$ cat src/rtl/jtag_tap_core.sv
// jtag_tap_core
//   IEEE 1149.1 TAP core. It holds the 16-state TAP controller, the
//   instruction register and its decoder, the IDCODE and BYPASS data
//   registers, and NUM_UDR user data registers. Each user data register has
//   a parallel capture input, an update shadow output and an update strobe.
//   The core runs only on TCK.
//
// Ports
//   TCK               test clock, the only clock
//   TRST              asynchronous active-low reset
//   TMS, TDI          sampled on the TCK rising edge
//   TDO, tdo_en       registered on the TCK falling edge
//   tap_state         current TAP state encoding
//   tap_reset         high while in Test-Logic-Reset
//   ir_value          active instruction
//   udr_capture_in    parallel capture data, slice k belongs to UDRk
//   udr_update_out    update shadow registers, slice k belongs to UDRk
//   udr_update_strobe one-cycle pulse per UDR after Update-DR
module jtag_tap_core #(
  parameter int                  IR_WIDTH     = 4,
  parameter logic [31:0]         IDCODE_VALUE = 32'h1A2B3C4D,
  parameter logic [IR_WIDTH-1:0] IDCODE_OP    = IR_WIDTH'(1),
  parameter int                  NUM_UDR      = 2,
  parameter int                  UDR_WIDTH    = 32,
  parameter logic [IR_WIDTH-1:0] UDR_BASE     = IR_WIDTH'(8)
) (
  input  logic                           TCK,
  input  logic                           TRST,
  input  logic                           TMS,
  input  logic                           TDI,
  output logic                           TDO,
  output logic                           tdo_en,
  output logic [3:0]                     tap_state,
  output logic                           tap_reset,
  output logic [IR_WIDTH-1:0]            ir_value,
  input  logic [NUM_UDR*UDR_WIDTH-1:0]   udr_capture_in,
  output logic [NUM_UDR*UDR_WIDTH-1:0]   udr_update_out,
  output logic [NUM_UDR-1:0]             udr_update_strobe
);

  typedef enum logic [3:0] {
    EX2_DR   = 4'h0,
    EX1_DR   = 4'h1,
    SH_DR    = 4'h2,
    PAUSE_DR = 4'h3,
    SEL_IR   = 4'h4,
    UPD_DR   = 4'h5,
    CAP_DR   = 4'h6,
    SEL_DR   = 4'h7,
    EX2_IR   = 4'h8,
    EX1_IR   = 4'h9,
    SH_IR    = 4'hA,
    PAUSE_IR = 4'hB,
    RTI      = 4'hC,
    UPD_IR   = 4'hD,
    CAP_IR   = 4'hE,
    TLR      = 4'hF
  } tap_state_e;

  tap_state_e             state;
  tap_state_e             next_state;
  logic [IR_WIDTH-1:0]    ir_sr;
  logic [31:0]            idcode_sr;
  logic                   bypass_sr;
  logic [UDR_WIDTH-1:0]   udr_sr;
  logic [UDR_WIDTH-1:0]   udr_cap_data;
  logic [IR_WIDTH-1:0]    udr_offset;
  logic                   sel_idcode;
  logic                   sel_udr;
  logic [NUM_UDR-1:0]     udr_hit;
  logic                   dr_lsb;

  assign tap_state = state;
  assign tap_reset = (state == TLR);

  // TAP state register
  always_ff @(posedge TCK or negedge TRST) begin
    if (!TRST) begin
      state <= TLR;
    end else begin
      state <= next_state;
    end
  end

  // TAP next-state logic, driven by TMS only
  always_comb begin
    next_state = state;
    case (state)
      TLR:      next_state = TMS ? TLR      : RTI;
      RTI:      next_state = TMS ? SEL_DR   : RTI;
      SEL_DR:   next_state = TMS ? SEL_IR   : CAP_DR;
      CAP_DR:   next_state = TMS ? EX1_DR   : SH_DR;
      SH_DR:    next_state = TMS ? EX1_DR   : SH_DR;
      EX1_DR:   next_state = TMS ? UPD_DR   : PAUSE_DR;
      PAUSE_DR: next_state = TMS ? EX2_DR   : PAUSE_DR;
      EX2_DR:   next_state = TMS ? UPD_DR   : SH_DR;
      UPD_DR:   next_state = TMS ? SEL_DR   : RTI;
      SEL_IR:   next_state = TMS ? TLR      : CAP_IR;
      CAP_IR:   next_state = TMS ? EX1_IR   : SH_IR;
      SH_IR:    next_state = TMS ? EX1_IR   : SH_IR;
      EX1_IR:   next_state = TMS ? UPD_IR   : PAUSE_IR;
      PAUSE_IR: next_state = TMS ? EX2_IR   : PAUSE_IR;
      EX2_IR:   next_state = TMS ? UPD_IR   : SH_IR;
      UPD_IR:   next_state = TMS ? SEL_DR   : RTI;
      default:  next_state = TLR;
    endcase
  end

  // IDCODE wins if its opcode ever overlaps the UDR range; anything that is
  // neither IDCODE nor a UDR opcode falls through to BYPASS.
  assign udr_offset = ir_value - UDR_BASE;
  assign sel_idcode = (ir_value == IDCODE_OP);
  assign sel_udr    = !sel_idcode && (ir_value >= UDR_BASE) &&
                      (udr_offset < IR_WIDTH'(NUM_UDR));

  always_comb begin
    udr_hit = '0;
    for (int k = 0; k < NUM_UDR; k++) begin
      udr_hit[k] = sel_udr && (udr_offset == IR_WIDTH'(k));
    end
  end

  always_comb begin
    udr_cap_data = '0;
    for (int k = 0; k < NUM_UDR; k++) begin
      if (udr_hit[k]) begin
        udr_cap_data = udr_capture_in[k*UDR_WIDTH +: UDR_WIDTH];
      end
    end
  end

  // Instruction path. ir_value is reloaded with IDCODE on the edge that
  // enters Test-Logic-Reset, so it is valid as soon as tap_reset rises.
  always_ff @(posedge TCK or negedge TRST) begin
    if (!TRST) begin
      ir_sr    <= '0;
      ir_value <= IDCODE_OP;
    end else begin
      if (state == CAP_IR) begin
        ir_sr <= IR_WIDTH'(1);
      end else if (state == SH_IR) begin
        ir_sr <= {TDI, ir_sr[IR_WIDTH-1:1]};
      end
      if (next_state == TLR) begin
        ir_value <= IDCODE_OP;
      end else if (state == UPD_IR) begin
        ir_value <= ir_sr;
      end
    end
  end

  // Data registers. All UDRs share one shift register because only one
  // can be selected during a scan, and every scan passes Capture-DR first.
  always_ff @(posedge TCK or negedge TRST) begin
    if (!TRST) begin
      idcode_sr <= '0;
      bypass_sr <= 1'b0;
      udr_sr    <= '0;
    end else if (state == CAP_DR) begin
      if (sel_idcode) begin
        idcode_sr <= IDCODE_VALUE;
      end else if (sel_udr) begin
        udr_sr <= udr_cap_data;
      end else begin
        bypass_sr <= 1'b0;
      end
    end else if (state == SH_DR) begin
      if (sel_idcode) begin
        idcode_sr <= {TDI, idcode_sr[31:1]};
      end else if (sel_udr) begin
        udr_sr <= {TDI, udr_sr[UDR_WIDTH-1:1]};
      end else begin
        bypass_sr <= TDI;
      end
    end
  end

  // UDR update happens on the edge leaving Update-DR; the strobe is raised
  // by the same edge so it covers exactly the following TCK cycle.
  always_ff @(posedge TCK or negedge TRST) begin
    if (!TRST) begin
      udr_update_out    <= '0;
      udr_update_strobe <= '0;
    end else begin
      udr_update_strobe <= '0;
      if (state == UPD_DR) begin
        for (int k = 0; k < NUM_UDR; k++) begin
          if (udr_hit[k]) begin
            udr_update_out[k*UDR_WIDTH +: UDR_WIDTH] <= udr_sr;
            udr_update_strobe[k]                     <= 1'b1;
          end
        end
      end
    end
  end

  assign dr_lsb = sel_idcode ? idcode_sr[0] :
                  sel_udr    ? udr_sr[0]    : bypass_sr;

  // TDO changes on the falling edge so it is stable at the next rising edge
  always_ff @(negedge TCK or negedge TRST) begin
    if (!TRST) begin
      TDO    <= 1'b0;
      tdo_en <= 1'b0;
    end else begin
      TDO    <= 1'b0;
      tdo_en <= 1'b0;
      if (state == SH_IR) begin
        TDO    <= ir_sr[0];
        tdo_en <= 1'b1;
      end else if (state == SH_DR) begin
        TDO    <= dr_lsb;
        tdo_en <= 1'b1;
      end
    end
  end

endmodule

$ cat config.mk
export PLATFORM = sky130hd
export DESIGN_NAME = jtag_tap_core
export DESIGN_NICKNAME = d
export VERILOG_FILES = /design/src/rtl/jtag_tap_core.sv
export SDC_FILE = /design/constraint.sdc
export NUM_CORES = 1
export LEC_CHECK = 0
export BUFFER_PORTS_ARGS = -buffer_cell sky130_fd_sc_hd__buf_4
export CAP_MARGIN = 20
export CORE_MARGIN = 2
export CORE_UTILIZATION = 54
export DETAILED_ROUTE_END_ITERATION = 8
export PLACE_DENSITY = 0.88
export RECOVER_POWER = 50
export SLEW_MARGIN = 20
export SYNTH_ARGS = -nofsm -noshare
export SYNTH_HDL_FRONTEND = slang
export SYNTH_SLANG_ARGS = --single-unit
$ cat constraint.sdc
create_clock -name TCK -period 2.2 [get_ports TCK]
set_input_delay 0.11 -clock TCK [delete_from_list [all_inputs] [get_ports TCK]]
set_output_delay 0.11 -clock TCK [all_outputs]
set_load 0.005 [all_outputs]
==> results.ini, run 1 <==
[status]
run_status = finished, violations left
violations = setup timing

[clock_network]
worst_setup_hold_path_clk_slew_ns = 0.06
clk_path_buf_depth = 2
cts_tree = yes
cts_htree_levels = 4
clock_sink_count = 145
clock-root-buffer = clkbuf_16
later_pin_clock_latency_in_the_skew_report_ns = 0.42
tritoncts.num_buffers = 17

[cells_and_area]
filler_cell_count = 784
layout.core_utilization_pct = 70.6
design.final.nets = 733
area_delta_synth_final_pct = 28.7
fin_area_um2 = 8450
fraction_of_layout_instances_using_a_drive_strength_above_1_pct = 46.3
num_antenna_cells = 0

[synth]
synth.cell_area_um2 = 6560
netlist_top_cells_count = 138 x dfrtp_1, 85 x mux2_2, 61 x nor2_1, 50 x mux2i_1, 36 x a21oi_1
synth_seq_area_share_pct = 55.4
syn_inst = 510
post_synth_num_cell_types = 40
synth_largest_type_area_fraction_pct = 52.6
synth_async_sr_flop_share_pct = 100
synth_top_cells_by_area = dfrtp_1 53%, mux2_2 15%, mux2i_1 7.6%
synthDominantAreaCellType = dfrtp_1
synth-seq-cells = 145
syn_nets = 578
number_of_flops_mapped_to_enable_cells_by_yosys = 0
yosys_warnings = 0
ys.flop_type = dfrtp_1
syn_area_per_cell_um2 = 12.9
library_cell_with_the_highest_instance_count_after_synthesis = dfrtp_1

[route]
drt_pre_antenna_iters = 4
wl_per_cell_um = 18.0
ant_nets = 0
drt-vias-per-instance = 5.47
dr_total_vias = 4511
drcViolationCount = 0
drt-total-wl_um = 14900
drt_iter0_drc = 275

[place]
io_buffer_count = 144
dp.final_hpwl_um = 9630
gp_routability_congestion = 0.844
dpl_cell_area_um2 = 7860

[floorplanning]
placement_rows = 40
core_area_um2 = 12000
design.die.area_um2 = 13100
die_y_um = 114
starting_density_of_the_core_pct = 54.9
dieWidth_um = 114
pin_count = 145

[worst_setup_path]
worst-endpoint-arrival_ns = 1.61
critical_path.endpoint_type = flip-flop
cp_data_required_time_ns = 1.33
timing.setup.critical_path_class = flip-flop to flip-flop
critPathMaxFanout = 2
worst_setup_sp_type = flip-flop

[global_routing]
grt_max_degree = 137
antenna_found_initial = 0
first_global_vias = 4692
globalRouteOverflowTotal = 0
grt_pass1_wl_um = 23600
grt.total_usage_pct = 23.6

[sta]
worstMarginPinSlew_ns = 1.18
finalSetupViolCount = 1
hold-worst-slack_ns = 0.140
post-route-worst-setup-slack_ns = -0.274
final.setup_skew_ns = 0.0261
setup_tns_ns = -0.274
timing.slew.headroom_pct = 21.3
rsz_0062_raised_after_global_routing = yes
timing_hold_violations_final = 0
slew_viols_final = 0

[pwr]
maximum_vdd_drop_uv = 651
power_density_nw_per_um2 = 1340
power.total_uw = 11300
static_leakage_uw = 0.00442

[run]
cap_viol_max_count = 0

[min_path]
holdCritPathClass = primary input to flip-flop

-- sequential cells by signal, indices dropped and copies added, names as in the netlist --
signal and cells:
ir_sr 4, ir_value 4, tdo_en 1, bypass_sr 1, tap_state 4, udr_sr 32
TDO 1, idcode_sr 32, udr_update_strobe 2, udr_update_out 64
-- cell type report --
class                      instances  area [µm²]  area share, %
clock buffer                      20         447           5.29
clock inverter                    12         158           1.87
inverter                          22        82.6          0.978
multi-input combinational        311        2660           31.4
sequential                       145        3630           43.0
tap                              147         184           2.18
timing repair buffer             168        1290           15.2
-- cells in the final DEF, fill, tap and decap left out, types with 2 or more instances in the layout --
master,synthesis,routed
dfrtp_1,138,138
buf_4,3,93
mux2_2,85,85
nor2_1,61,61
clkbuf_4,0,57
mux2i_1,50,50
a21oi_1,36,35
mux2_4,29,29
inv_1,22,22
clkbuf_16,0,17
clkbuf_1,9,12
nor2b_1,10,10
nand2_1,9,9
o21ai_0,7,6
dfstp_2,5,5
buf_12,3,4
bufinv_16,0,3
clkinvlp_4,0,3
dfrtn_1,2,2
or4b_4,0,2
nand3_1,2,2
nand4b_1,2,2
clkinv_4,0,2
clkinv_2,0,2
inv_6,0,2
dlygate4sd3_1,0,2
buf_6,2,2
-- critical path: stages (launching register included) --
cell and delay, ns:
dfstp_2 0.53, or4b_4 0.46, a21oi_2 0.14, o21ai_1 0.07
-- where the power goes --
| group | internal [µW] | switching, µW | leakage (µW) | total, µW |
|---|---|---|---|---|
| Combinational | 2140 | 1890 | 0.00224 | 4030 |
| Sequential | 3670 | 715 | 0.00190 | 4390 |
| Clock | 1820 | 1100 | 0.000287 | 2920 |
-- cells by family (layout without fill, tap and decap cells) --
kind of cell,count (synthesis),in the layout,synth area share [%]
and+or+nand+nor,96,96,6.94
muxes,165,165,29.0
AOI/OAI and AO/OA,50,50,4.19
DFF,145,145,55.4
buffers and inverters,54,222,4.46
-- timing repair --
item,4_1_cts,5_1_grt
gates resized for setup,2,1
hold buffers,2,0
hold endpoints to repair,143,0
pin swaps,1,0
setup endpoints to repair,1,32
setup buffers,0,0
-- metrics by stage --
step	setup slack [ns]	cells
final	-0.274	825
after global placement	-0.300	791
after CTS	-0.266	825
after detailed placement	-0.341	791
after global routing	-0.289	825
after floorplan	-0.384	510
-- layer usage --
layer	vias up	GRT usage, %	share of wire (%)
met5	-	0	0
met4	0	8.86	2.3
met3	31	6.35	5.0
met2	181	41.2	51
met1	2227	28.0	42
li1	2072	-	-
-- final timing paths --
check / startpoint / end / slack, ns / cells past startpoint
hold / removal: udr_capture_in[59] / udr_sr[27] / 0.14 / 4
setup reg to reg: ir_value[0] / TDO / -0.27 / 3
hold reg to reg: idcode_sr[30] / idcode_sr[30] / 0.50 / 1
setup / recovery: ir_value[0] / TDO / -0.27 / 3
max in group asynchronous: TRST / udr_sr[3] / 0.28 / 3
min in group asynchronous: TRST / ir_value[3] / 0.31 / 2
No activity file was read; power rests on OpenSTA's default activity.
==> run 2, diff against run 1 <==
ABC_AREA = 1   (was default)
PLACE_DENSITY = 0.89   (was 0.88)
==> run 2 against run 1 <==
The run still ends with setup timing left; sequential cell count is the same; sequential power grew 2%; critical path type unchanged; non-clock buffer count grew 7; largest power group unchanged; die area shrank 2.4%; power grew 1.0%; combinational power grew 2%; synthesized cell count grew 42%; clock power shrank 2%; critical endpoint unchanged; largest cell class unchanged.
==> results.ini, run 2 <==
[synth]
syn_area_per_cell_um2 = 8.85  ; -31%
synth_largest_type_area_fraction_pct = 54.0  ; +1.4 points
library_cell_with_the_highest_instance_count_after_synthesis = nand2_1
post_synth_num_cell_types = 27  ; -33%
syn_nets = 791  ; +37%
synth_seq_area_share_pct = 56.8  ; +1.4 points
ys.flop_type = dfrtp_1
synth_async_sr_flop_share_pct = 100  ; unchanged
yosys_warnings = 0  ; unchanged
synthDominantAreaCellType = dfrtp_1
synth.cell_area_um2 = 6400  ; -2.5%
netlist_top_cells_count = 215 x nand2_1, 138 x dfrtp_1, 71 x o21ai_1, 62 x inv_1, 58 x nand3_1
synth-seq-cells = 145  ; unchanged
number_of_flops_mapped_to_enable_cells_by_yosys = 0  ; unchanged
syn_inst = 723  ; +42%
synth_top_cells_by_area = dfrtp_1 54%, nand2_1 13%, o21ai_1 5.6%

[global_routing]
antenna_found_initial = 0  ; unchanged
globalRouteOverflowTotal = 0  ; unchanged
first_global_vias = 5339  ; +14%
grt.total_usage_pct = 25.4  ; +1.8 points
grt_pass1_wl_um = 25800  ; +9.0%
grt_max_degree = 132  ; -3.6%

[route]
wl_per_cell_um = 15.3  ; -15%
ant_nets = 0  ; unchanged
drt_iter0_drc = 634  ; +130%
drt_pre_antenna_iters = 5  ; +1
drcViolationCount = 0  ; unchanged
dr_total_vias = 5555  ; +23%
drt-vias-per-instance = 5.38  ; -1.7%
drt-total-wl_um = 15800  ; +6.4%

[cells_and_area]
final_common_cell = nand2_1
registers.top_by_ff_count = udr_update_out
largest_register_ff_count = 64  ; unchanged
layout_common_cells = 214 x nand2_1, 138 x dfrtp_1, 99 x buf_4, 73 x o21ai_1, 60 x inv_1
num_antenna_cells = 0  ; unchanged
fraction_of_layout_instances_using_a_drive_strength_above_1_pct = 25.1  ; -21 points
area_delta_synth_final_pct = 28.5
design.final.nets = 945  ; +29%
reg.largest.list = udr_update_out: 64 flops, idcode_sr: 32 flops, udr_sr: 32 flops
fin_area_um2 = 8220  ; -2.7%

[clock_network]
clock-root-buffer = clkbuf_16
cts_htree_levels = 4  ; unchanged
cts_tree = yes
later_pin_clock_latency_in_the_skew_report_ns = 0.41  ; about the same
tritoncts.num_buffers = 17  ; unchanged
worst_setup_hold_path_clk_slew_ns = 0.06  ; about the same
clock_sink_count = 145  ; unchanged
clk_path_buf_depth = 2  ; unchanged

[worst_setup_path]
reg2reg_depth = 7  ; +4
cp_data_required_time_ns = 1.34  ; about the same
timing.setup.critical_path_class = flip-flop to flip-flop
crit-reg2reg-launch = ir_value[3]
critical_path.endpoint_type = flip-flop
worst_setup_sp_type = flip-flop
rrSetupSlack_ns = -0.06  ; +0.21 ns
critPathMaxFanout = 3  ; +1
worst-endpoint-arrival_ns = 1.40  ; -0.21 ns
r2r_end = TDO

[pwr]
power_density_nw_per_um2 = 1390  ; +3.8%
maximum_vdd_drop_uv = 857  ; +32%
static_leakage_uw = 0.00399  ; -9.7%

[sta]
timing_hold_violations_final = 0  ; unchanged
timing.slew.headroom_pct = 34.4  ; +13 points
finalSetupViolCount = 1  ; unchanged
rsz_0062_raised_after_global_routing = yes
final.setup_skew_ns = 0.0211  ; -0.00498 ns
hold-worst-slack_ns = 0.0687  ; -0.0717 ns
slew_viols_final = 0  ; unchanged
post-route-worst-setup-slack_ns = -0.0621  ; +0.212 ns
worstMarginPinSlew_ns = 0.984  ; -0.196 ns

[floorplanning]
dieWidth_um = 113  ; -1.2%
core_area_um2 = 11500  ; -4.1%
starting_density_of_the_core_pct = 55.8  ; +0.92 points
design.die.area_um2 = 12700  ; -2.4%
die_y_um = 113  ; -1.2%
pin_count = 145  ; unchanged
placement_rows = 39  ; -2.5%

[min_path]
whs_endpoint = udr_sr[7]
whs_path_depth = 5  ; +1
holdCritPathClass = primary input to flip-flop
hold_path.startpoint = udr_capture_in[7]

[place]
dpl_cell_area_um2 = 7610  ; -3.2%
gp_routability_congestion = 0.877  ; +3.8%
dp.final_hpwl_um = 10300  ; +7.1%
io_buffer_count = 144  ; unchanged

[status]
run_status = finished, violations left
violations = setup timing

[run]
cap_viol_max_count = 0  ; unchanged

-- run 2: cells by family (layout without fill, tap and decap cells) --
kind of cell / count (synthesis) / after routing / synth area share, %
AOI/OAI and AO/OA: 161 / 161 / 14.4
DFF: 145 / 145 / 56.8
and+or+nand+nor: 307 / 307 / 19.9
buffers and inverters: 110 / 277 / 8.88
-- run 2: power breakdown --
group / leakage [µW] / internal (µW) / switching [µW]
logic: 0.00184 / 1750 / 2380
registers: 0.00188 / 3810 / 665
clock network: 0.000277 / 1710 / 1140
total: 0.00399 / 7270 / 4180
-- run 2: how the worst max path moves through the flow --
| stage | startpoint | to | slack [ns] | depth (start not counted) |
|---|---|---|---|---|
| detailed placement | ir_value[2] | TDO | -0.05 | 8 |
| global placement | ir_value[2] | TDO | 0.02 | 8 |
| CTS | ir_value[2] | TDO | -0.05 | 8 |
| finish | ir_value[3] | TDO | -0.06 | 7 |
| floorplan | ir_value[0] | TDO | 0.003 | 5 |
| global route | ir_value[2] | TDO | -0.14 | 8 |
-- run 2: worst max-delay path, cell delays in order, from the launching register on --
cell,delay (ns)
dfrtp_1,0.45
nand3_4,0.14
buf_6,0.10
o21ai_2,0.05
nand2_1,0.06
o21ai_1,0.07
nand3_1,0.07
o21ai_1,0.06
-- run 2: final cells by class --
type / instances / area (µm²)
repair buffers: 175 / 1320
fillers: 815 / 3250
clock buffers: 18 / 439
well taps: 143 / 179
multi-input cells: 468 / 2230
clock inverters: 14 / 158
inverters: 70 / 265
flip-flops and latches: 145 / 3630
-- run 2: repair_timing --
action / in CTS / in global routing
hold endpoints to repair: 144 / 0
setup endpoints to repair: 1 / 2
pin swaps: 3 / 1
cloned: 0 / 0
buffers inserted: 3 / 2
gates resized for setup: 6 / 3
hold buffers: 3 / 0
-- run 2: routing by layer --
| layer | vias to the layer above | wire [µm] | track usage (%) |
|---|---|---|---|
| met3 | 25 | 885 | 5.89 |
| met5 | - | 0 | 0 |
| li1 | 2665 | - | - |
| met2 | 214 | 7880 | 42.3 |
| met1 | 2651 | 6780 | 33.8 |
| met4 | 0 | 250 | 7.24 |
-- run 2: through the flow --
stage,total power (µW),util (%),cells,setup slack [ns],setup TNS (ns)
after floorplan,6630,-,723,0.00289,0
after global placement,8360,66.4,993,0.0175,0
final,11500,71.7,1033,-0.0621,-0.0621
after global routing,12200,71.7,1033,-0.136,-0.177
after detailed placement,8540,66.4,993,-0.0497,-0.0497
after CTS,11500,72.1,1031,-0.0462,-0.0462
